[config.mk]
export PLATFORM = sky130hd
export DESIGN_NAME = switch_debounce
export DESIGN_NICKNAME = d
export VERILOG_FILES = /design/src/rtl/switch_debounce.sv
export SDC_FILE = /design/constraint.sdc
export NUM_CORES = 1
export LEC_CHECK = 0
export BUFFER_PORTS_ARGS = -buffer_cell sky130_fd_sc_hd__clkbuf_2
export CORE_ASPECT_RATIO = 0.8
export CORE_MARGIN = 2
export CORE_UTILIZATION = 40
export DETAILED_ROUTE_END_ITERATION = 10
export GPL_TIMING_DRIVEN = 0
export PLACE_DENSITY = 0.59
export SKIP_CTS_REPAIR_TIMING = 1
export SLEW_MARGIN = 20
export SYNTH_ARGS = -nofsm -noshare
export SYNTH_HDL_FRONTEND = slang
export SYNTH_SLANG_ARGS = --single-unit
[constraint.sdc]
create_clock -name clk -period 2.1 [get_ports clk]
set_input_delay 0.525 -clock clk [delete_from_list [all_inputs] [get_ports clk]]
set_output_delay 0.525 -clock clk [all_outputs]
set_load 0.03 [all_outputs]
[src/rtl/switch_debounce.sv]
// Synchronizes and debounces raw slide-switch lines; emits clean levels plus change pulses.
// Define SWITCH_DEBOUNCE_EDGE_EN to build the rise/fall/changed pulse registers.
//
// state | meaning
// IDLE  | cnt[i] == 0, s[i] matches dout[i]
// PEND  | cnt[i] != 0, s[i] differs and is being timed toward DB_CYCLES
module switch_debounce #(
    parameter int WIDTH       = 8,
    parameter int SYNC_STAGES = 2,
    parameter int DB_CYCLES   = 500000,
    parameter int CNT_W       = 20
) (
    input  logic             clk,
    input  logic             rst,
    input  logic [WIDTH-1:0] din,
    output logic [WIDTH-1:0] dout,
    output logic [WIDTH-1:0] rise,
    output logic [WIDTH-1:0] fall,
    output logic             changed,
    output logic             stable
);

    localparam logic [CNT_W-1:0] DB_TC = CNT_W'(DB_CYCLES);

    logic [WIDTH-1:0] sync_q [SYNC_STAGES];
    logic [WIDTH-1:0] s;
    logic [CNT_W-1:0] cnt [WIDTH];
    logic [WIDTH-1:0] differ;
    logic [WIDTH-1:0] accept;

    always_ff @(posedge clk or negedge rst) begin
        if (!rst) begin
            for (int k = 0; k < SYNC_STAGES; k++) sync_q[k] <= '0;
        end else begin
            sync_q[0] <= din;
            for (int k = 1; k < SYNC_STAGES; k++) sync_q[k] <= sync_q[k-1];
        end
    end

    assign s = sync_q[SYNC_STAGES-1];

    // The terminal-count compare only matters while the level still differs,
    // so a bounce on the final PEND cycle cancels instead of accepting.
    always_comb begin
        differ = s ^ dout;
        accept = '0;
        stable = 1'b1;
        for (int i = 0; i < WIDTH; i++) begin
            accept[i] = differ[i] && (cnt[i] == DB_TC);
            if (cnt[i] != '0) stable = 1'b0;
        end
    end

    always_ff @(posedge clk or negedge rst) begin
        if (!rst) begin
            dout <= '0;
            for (int i = 0; i < WIDTH; i++) cnt[i] <= '0;
        end else begin
            for (int i = 0; i < WIDTH; i++) begin
                if (!differ[i]) begin
                    cnt[i] <= '0;
                end else if (accept[i]) begin
                    cnt[i]  <= '0;
                    dout[i] <= s[i];
                end else begin
                    cnt[i] <= cnt[i] + CNT_W'(1);
                end
            end
        end
    end

`ifdef SWITCH_DEBOUNCE_EDGE_EN
    always_ff @(posedge clk or negedge rst) begin
        if (!rst) begin
            rise    <= '0;
            fall    <= '0;
            changed <= 1'b0;
        end else begin
            rise    <= accept & s;
            fall    <= accept & ~s;
            changed <= |accept;
        end
    end
`else
    assign rise    = '0;
    assign fall    = '0;
    assign changed = 1'b0;
`endif

endmodule

======== After elaboration in Yosys (flattened, before gate mapping) ========
Index checks and enable logic that the tools add are counted.
operators by class
  add/sub/neg operators ................... 8
  multipliers ............................. 0
  div/mod/pow operators ................... 0
  $lt $le $gt $ge ......................... 0
  equal/unequal tests ..................... 8
  shift operators ......................... 0
  mux-type cells .......................... 24
  bitwise operators ....................... 1
  reductions and logical operators ........ 24
operators with widths
  operator               number
  $mux 20                16
  $add 20x1->20 const B  8
  $eq 20x19->1 const B   8
  $reduce_bool 20->1     8
  $reduce_and 2->1       8
  $logic_and 1x1->1      8
  $mux 1                 8
  $xor 8x8->8            1
storage, ports and cells
  bits in registers ....................... 184
  bits in latches ......................... 0
  memory bits (writable) .................. 0
  ROM bits ................................ 0
  bits of input ports ..................... 10
  output and inout port bits .............. 26
  logic and storage cells ................. 83
  memories ................................ 0

======== Longest topological paths before layout ========
Gate-level depths: netlist of run 1.
  depth in word-level cells ............... 9
  depth in mapped cells ................... 7
  gate-level depth less buffers ........... 6

======== Worst setup path before layout of run 1 ========
No wires, ideal clock.
  kind .................................... reg2out
  start ................................... reg cnt[100] (netlist name)
  end ..................................... out stable
  arrival time ............................ 1.588 ns
  data required time ...................... 1.575 ns
  path slack .............................. -0.013 ns
  stages on the path, launching flop included .. 7
  buffers on the path ..................... 0
  cells stage by stage .................... dfrtp_1 -> inv_1 -> ha_1 -> nor4b_1 -> nand3_1 -> nor4_1 -> and3_1
between the ends
  cells in the longest elaborated chain, start to end .. 7
RTL lines
  item                              line  text
  start: declaration                27    logic [CNT_W-1:0] cnt [WIDTH];
  start signal: indexed assignment  66    cnt[i] <= cnt[i] + CNT_W'(1);
  $reduce_bool 20->1                50    if (cnt[i] != '0) stable = 1'b0;
  $mux 1 (6 in a row)               50
  end: declaration                  20    output logic stable
No other way between the ends.

======== Worst setup path after layout of run 1 ========
  start ................................... reg cnt[80] (netlist name)
  end ..................................... out stable
between the ends
  cells in the longest elaborated chain, start to end .. 6
RTL lines
  item                 line
  $reduce_bool 20->1   50
  $mux 1 (5 in a row)  50
No other way between the ends.

==> impl_results.md, run 1 <==
* Dominant combinational cell family by area after synthesis: simple AND/OR/NAND/NOR gates
* Number of CTS-inserted buffers at 17
* Overall track demand over capacity in global routing at 16.32%
* Count of warnings emitted by yosys at 0
* Final Hold Violating Endpoints at 0
* Time the final worst path needs with I/O delays and setup at 2.662 ns
* Routed via count at 7118
* Failing checks: setup timing
* Fmax at approximately 0.38 GHz
* Remaining number of nets flagged by the antenna check after routing at 0
* Total count of max-transition violations in the final report at 0
* Number of clock sinks at approximately 180
* TritonCTS clock tree: built
* Leakage power at 4.566 nW
* Row cnt at 49
* Synthesized instance count at 953
* Number of nets in the layout at approximately 1100
* Worst setup skew after layout at approximately 0.0091 ns
* Starting density of the core at slightly above 40%
* Remaining DRCs at 0
* Setup repair after global routing missed its margin: yes
* Clock latency on the worst-skew pair at 0.43 ns
* Number of H-tree levels at 4
* PnR worst setup slack at -0.5618 ns
* Longest Clk Path Bufs at 2
* Fraction of final layout cells with drive strength greater than 1 at 16.84%
* Simple logic cell fraction of the synthesized area at 26.19%
* Synth cell types at 33
* Final setup violation count at 1
* Type of element launching the critical path: flop
* Drt wl/cell at 14.85 um
* Maximum vdd ir drop at between 0.4 and 0.5 mV
* Netlist Area Pre-Place at 9215 um^2
* Die extent in x at 173.7 um
* Per-cell via count in the routed design at 5.292
* Fraction of power consumed by the clock network at between 40% and 50%
* Clk slew on worst S/H paths at ~0.070 ns
* Minimum setup slack after placement at -0.5068 ns
* Type of the worst setup path: reg -> out
* IO Port Bufs at 18
* Pin count of the biggest net entering global routing at 84
* Post-Synth Adder-Cell Area at 2.172%
* Die ar. at between 20000 and 25000 um^2
* Antenna violations before repair at 0
* Status: finished, violations left
* Commonest non-fill, non-tap cell in the layout: sky130_fd_sc_hd__dfrtp_1
* Final clock period utilization by the worst path at 126.8%
* 1st-pass router iterations at 5
* Core footprint at 22560 um^2
* Combinational cell fraction of total power at 7.1%
* Internal power consumption at 5.695 mW
* Number of register bits inferred by synthesis at between 150 and 200
* Root Buffer: sky130_fd_sc_hd__clkbuf_16
* Area fraction in compound gates after synthesis at 6.626%
* Worst Hold Class: in -> async
* Endpoint arrival time on the critical path at 2.14 ns
* Most used cells in the layout excluding fill and tap cells: sky130_fd_sc_hd__dfrtp_1, sky130_fd_sc_hd__nor2_1, sky130_fd_sc_hd__nand3_1, sky130_fd_sc_hd__xor2_1, sky130_fd_sc_hd__nand2_1
* Via count of the first global-routing pass at 6321
* Gr ovfl total at 0
* Total power consumption of the routed design at 7.482 mW
* Worst-case headroom to the max-slew limit at between 60% and 70%
* Sequential area share after synthesis at 49.97%
* Starting DRC count in detailed routing at roughly 440
* Total length of routed wires at 19980 um
* Final HPWL DP at 13290 um
* Post-synthesis mux area share at less than 1%
* Required time at the worst-slack endpoint at between 1.5 and 2 ns
* Post-route design area at approximately 11000 um^2
* Sequential Power Share at about half
* Kind of end point of the critical path: output port
* Worst-Margin Slew at 0.5110 ns
* Synth-to-Final Area Change at 19.44%
* Switching Fraction at between 20% and 30%
* Fill cells at 2161
* Die Span Y at 139.8 um
* Synthesized area per cell at about 9.7 um^2
* Areal power density over the cells at about 680 nW/um^2
* Fraction of synthesized cell area in xor and xnor cells at 9.790%
* Reported max-cap violation count at 0
* Maximum net fanout on the critical path at 4
* Global placement routability congestion at ~0.80
* Net switching power figure at 1.787 mW
* Sequential cell area at 4613 um^2
* Area of placed instances at 9813 um^2
* First-pass GRT wire length at 32580 um
* Antenna diode count at 0
* Top Ports at 36
* Area of the multi-input gates at 4668 um^2
-- state kept, by name (all words and copies together) (netlist names) --
signal and count:
sync_q 8, s 8, dout 8, cnt 160
-- critical path: stages (launching register included) --
cell and delay (ns):
sky130_fd_sc_hd__dfrtp_2 0.42, sky130_fd_sc_hd__inv_1 0.07, sky130_fd_sc_hd__ha_1 0.14, sky130_fd_sc_hd__nor4b_4 0.21
sky130_fd_sc_hd__nand3_2 0.18, sky130_fd_sc_hd__nor4_2 0.30, sky130_fd_sc_hd__and3_4 0.25, sky130_fd_sc_hd__buf_6 0.13
-- logic make-up after synthesis --
kind of cell	Yosys count
xor+xnor	103
other cells	1
flops	184
simple gates	451
fa+ha+maj	16
buf+inv	85
compound gates	105
mux	8
-- stage by stage --
step                      setup TNS (ns)  hold slack (ns)  instances  util [%]
after floorplan                        0           0.2294        969         -
after global placement           -572.74           0.3332       1293     43.21
after detailed placement          -6.733           0.3347       1295     43.49
after CTS                         -9.030          0.02060       1327     46.17
after global routing              -1.500          0.02798       1345     48.79
final                            -0.5618          0.01510       1345     48.79
-- power groups by stage --
stage	registers (mW)	clock network [mW]	logic (mW)
2_1_floorplan	3.70	0	0.243
3_3_place_gp	3.72	0	0.392
3_5_place_dp	3.72	0	0.409
4_1_cts	3.65	3.38	0.411
5_1_grt	3.65	3.53	0.592
6_report	3.65	3.30	0.531
-- cells in the mapped netlist, drive strengths merged --
cell type / n / area, um^2
or4: 28 / 210.2
or3: 27 / 168.9
nor2b: 1 / 6.260
nand4: 45 / 287.8
nand2: 54 / 202.7
xor2: 54 / 473.0
mux2: 8 / 90.09
o31ai: 32 / 240.2
ha: 16 / 200.2
xnor2: 49 / 429.2
and2: 4 / 25.02
clkbuf: 30 / 115.1
or2: 5 / 31.28
dfrtp: 184 / 4604
a21oi: 49 / 245.2
and3: 13 / 81.33
conb: 1 / 3.750
and4: 14 / 123.9
nand3: 64 / 330.3
buf: 21 / 147.6
nor4b: 15 / 131.4
a41o: 1 / 10.01
inv: 34 / 127.6
nor3: 14 / 70.07
o21ai: 23 / 115.1
nor4: 47 / 294.0
nor2: 120 / 450.4
-- final timing paths --
| check | start | to | slack, ns | depth (start not counted) |
|---|---|---|---|---|
| max | cnt[80]$_DFF_PN0_ | stable | -0.56 | 7 |
| min | rst | cnt[103]$_DFF_PN0_ | 0.02 | 1 |
| max reg2reg | cnt[60]$_DFF_PN0_ | dout[4]$_DFFE_PN0P_ | 0.06 | 7 |
| min reg2reg | sync_q[13]$_DFF_PN0_ | s[5]$_DFF_PN0_ | 0.35 | 0 |
| max in group asynchronous | rst | cnt[60]$_DFF_PN0_ | 1.35 | 2 |
| min in group clk | din[7] | sync_q[15]$_DFF_PN0_ | 0.20 | 1 |
-- area by class of cell --
| class | count | share of cell area [%] |
|---|---|---|
| Buffer | 47 | 2.546 |
| Clock buffer | 18 | 3.899 |
| Clock inverter | 14 | 1.591 |
| Inverter | 34 | 1.159 |
| Multi-Input combinational cell | 700 | 42.41 |
| Sequential cell | 184 | 41.91 |
| Tap cell | 306 | 3.478 |
| Timing Repair Buffer | 42 | 3.001 |
-- per-layer routing --
metal  wire [um]  vias up  track usage [%]
li1            -     3541                -
met1       10490     3479            25.40
met2        8724       85            23.03
met3         598       13            3.306
met4         161        0            4.113
met5           0        -                0
No activity file was read; power rests on OpenSTA's default activity.
==> inputs of run 2 (changes only) <==
clock period = 3.4 ns   (was 2.1 ns; I/O delays follow)
==> impl_results.md, run 2 (synthesis results as in run 1) <==
* Largest stage delay on the critical path at 0.42 ns (about the same)
* Root Buffer: sky130_fd_sc_hd__clkbuf_16
* Status: completed
* Minimum setup slack after placement at 0.4820 ns (+0.9888 ns)
* Top Ports at 36 (unchanged)
* Utilization after layout at 46.44% (-2.3 points)
* Met3 wire length at 768 um (+28%)
* Fmax at 0.3136 GHz
* Fill cells at 2173 (+0.56%)
* Top sig layer: met4
* Met2 wire len at 8096 um (-7.2%)
* Time the final worst path needs with I/O delays and setup at 3.189 ns
* Gr ovfl total at 0 (unchanged)
* Worst setup skew after layout at 0.007756 ns (-0.001302 ns)
* Required time at the worst-slack endpoint at 2.55 ns (+0.98 ns)
* Via count of the first global-routing pass at 6412 (+1.4%)
* Cell family with most CP delay: simple AND/OR/NAND/NOR gates
* Clock latency on the worst-skew pair at 0.42 ns (about the same)
* Number of CTS-inserted buffers at 17 (unchanged)
* Clk slew on worst S/H paths at 0.07 ns (about the same)
* Maximum net fanout on the critical path at 5 (+1)
* Remaining DRCs at 0 (unchanged)
* Buffer and inverter count on the worst path at 2 (unchanged)
* Number of nets in the layout at 1034 (-1.7%)
* Worst-case headroom to the max-slew limit at 60.55% (-5.4 points)
* Sequential cell area at 4604 um^2 (-0.19%)
* Final Hold Violating Endpoints at 0 (unchanged)
* Routed via count at 7046 (-1.0%)
* Maximum vdd ir drop at 0.2943 mV (-41%)
* Die ar. at 24280 um^2 (unchanged)
* Antenna diode count at 0 (unchanged)
* Per-cell via count in the routed design at 5.314 (+0.41%)
* Type of element launching the critical path: flop
* First-pass GRT wire length at 32930 um (+1.1%)
* Drt wl/cell at 14.77 um (-0.52%)
* Antenna violations before repair at 0 (unchanged)
* Worst Hold Class: in -> async
* Slowest library cell on the worst path: sky130_fd_sc_hd__dfrtp_1
* Setup TNS at 0 ns (+0.5618 ns)
* Total power consumption of the routed design at 4.672 mW (-38%)
* Reported max-cap violation count at 0 (unchanged)
* Fraction of final layout cells with drive strength greater than 1 at 9.118% (-7.7 points)
* Type of the worst setup path: reg -> out
* Pin count of the biggest net entering global routing at 90 (+7.1%)
* PnR worst setup slack at 0.2109 ns (+0.7727 ns)
* Final clock period utilization by the worst path at 93.80%
* Commonest non-fill, non-tap cell in the layout: sky130_fd_sc_hd__dfrtp_1
* 1st-pass router iterations at 5 (unchanged)
* CP Cell Sequence: inv_1 > ha_1 > nor4b_2 > nand3_1 > nor4_1 > and3_1 > clkbuf_2
* Areal power density over the cells at 446.0 nW/um^2 (-34%)
* Final setup violation count at 0 (-1)
* Number of clock sinks at 184 (unchanged)
* Core footprint at 22560 um^2 (unchanged)
* Global placement routability congestion at 0.8057 (+1.1%)
* Area of the multi-input gates at 4299 um^2 (-7.9%)
* Kind of end point of the critical path: output port
* Synth-to-Final Area Change at 13.70%
* TritonCTS clock tree: built
* Die extent in x at 173.7 um (unchanged)
* Most used cells in the layout excluding fill and tap cells: sky130_fd_sc_hd__dfrtp_1, sky130_fd_sc_hd__nor2_1, sky130_fd_sc_hd__nand3_1, sky130_fd_sc_hd__nand2_1, sky130_fd_sc_hd__xor2_1
* Total length of routed wires at 19590 um (-1.9%)
* Worst-Margin Slew at 0.5917 ns (+0.08077 ns)
* Row cnt at 49 (unchanged)
* Setup repair after global routing missed its margin: no
* IO Port Bufs at 18 (unchanged)
* Max FFs per register at 160 (unchanged)
* Longest Clk Path Bufs at 2 (unchanged)
* Final HPWL DP at 13430 um (+1.0%)
* Die Span Y at 139.8 um (unchanged)
* Routed metal-1 wire length at 10530 um (+0.42%)
* Largest register by flop count: cnt
* Starting DRC count in detailed routing at 636 (+43%)
* Starting density of the core at 40.84% (unchanged)
* Leakage power at 4.304 nW (-5.7%)
* Total count of max-transition violations in the final report at 0 (unchanged)
* Endpoint arrival time on the critical path at 2.34 ns (+0.20 ns)
* Number of H-tree levels at 4 (unchanged)
* Overall track demand over capacity in global routing at 16.65% (+0.33 points)
* Remaining number of nets flagged by the antenna check after routing at 0 (unchanged)
## run 2: cell count changes in the layout (fill, tap and decap cells not counted), moves of 8 or more
cell / delta
sky130_fd_sc_hd__nor4b_1: +8
sky130_fd_sc_hd__nor4_2: -11
sky130_fd_sc_hd__clkbuf_1: +17
sky130_fd_sc_hd__buf_4: -24
sky130_fd_sc_hd__nor4_1: +18
sky130_fd_sc_hd__clkbuf_2: -8
## run 2: final timing paths
path,slack [ns],cells past startpoint,endpoint,startpoint
max in group asynchronous,2.35,2,cnt[11]$_DFF_PN0_,rst
hold reg to reg,0.35,0,s[5]$_DFF_PN0_,sync_q[13]$_DFF_PN0_
min in group clk,0.35,0,s[5]$_DFF_PN0_,sync_q[13]$_DFF_PN0_
setup reg to reg,1.17,6,cnt[125]$_DFF_PN0_,cnt[122]$_DFF_PN0_
hold / removal,0.32,1,cnt[147]$_DFF_PN0_,rst
setup / recovery,0.21,7,stable,cnt[100]$_DFF_PN0_
## run 2: report_power, final
part	switching [mW]	internal, mW
combinational	0.169	0.0789
sequential	0.0348	2.22
clock	0.858	1.31
total	1.06	3.61
## run 2: per-stage QoR
| step | cell area (um^2) | cells | hold slack (ns) |
|---|---|---|---|
| floorplan | 9275 | 969 | 0.3312 |
| global placement | 9748 | 1293 | 0.3328 |
| detailed placement | 9812 | 1295 | 0.3347 |
| CTS | 10460 | 1326 | 0.3265 |
| global route | 10480 | 1326 | 0.3387 |
| finish | 10480 | 1326 | 0.3230 |
## run 2: final cells by class
cell class | instances | area share [%]
Clock inverter | 10 | 1.588
Sequential cell | 184 | 43.95
Timing Repair Buffer | 20 | 1.469
Tap cell | 306 | 3.654
Clock buffer | 21 | 4.586
Buffer | 51 | 2.508
Multi-Input combinational cell | 700 | 41.03
Inverter | 34 | 1.218
## run 2: routing by layer
metal	up-vias	global-route usage (%)
li1	3489	-
met1	3414	25.90
met2	130	23.66
met3	13	3.197
met4	0	4.113
met5	-	0
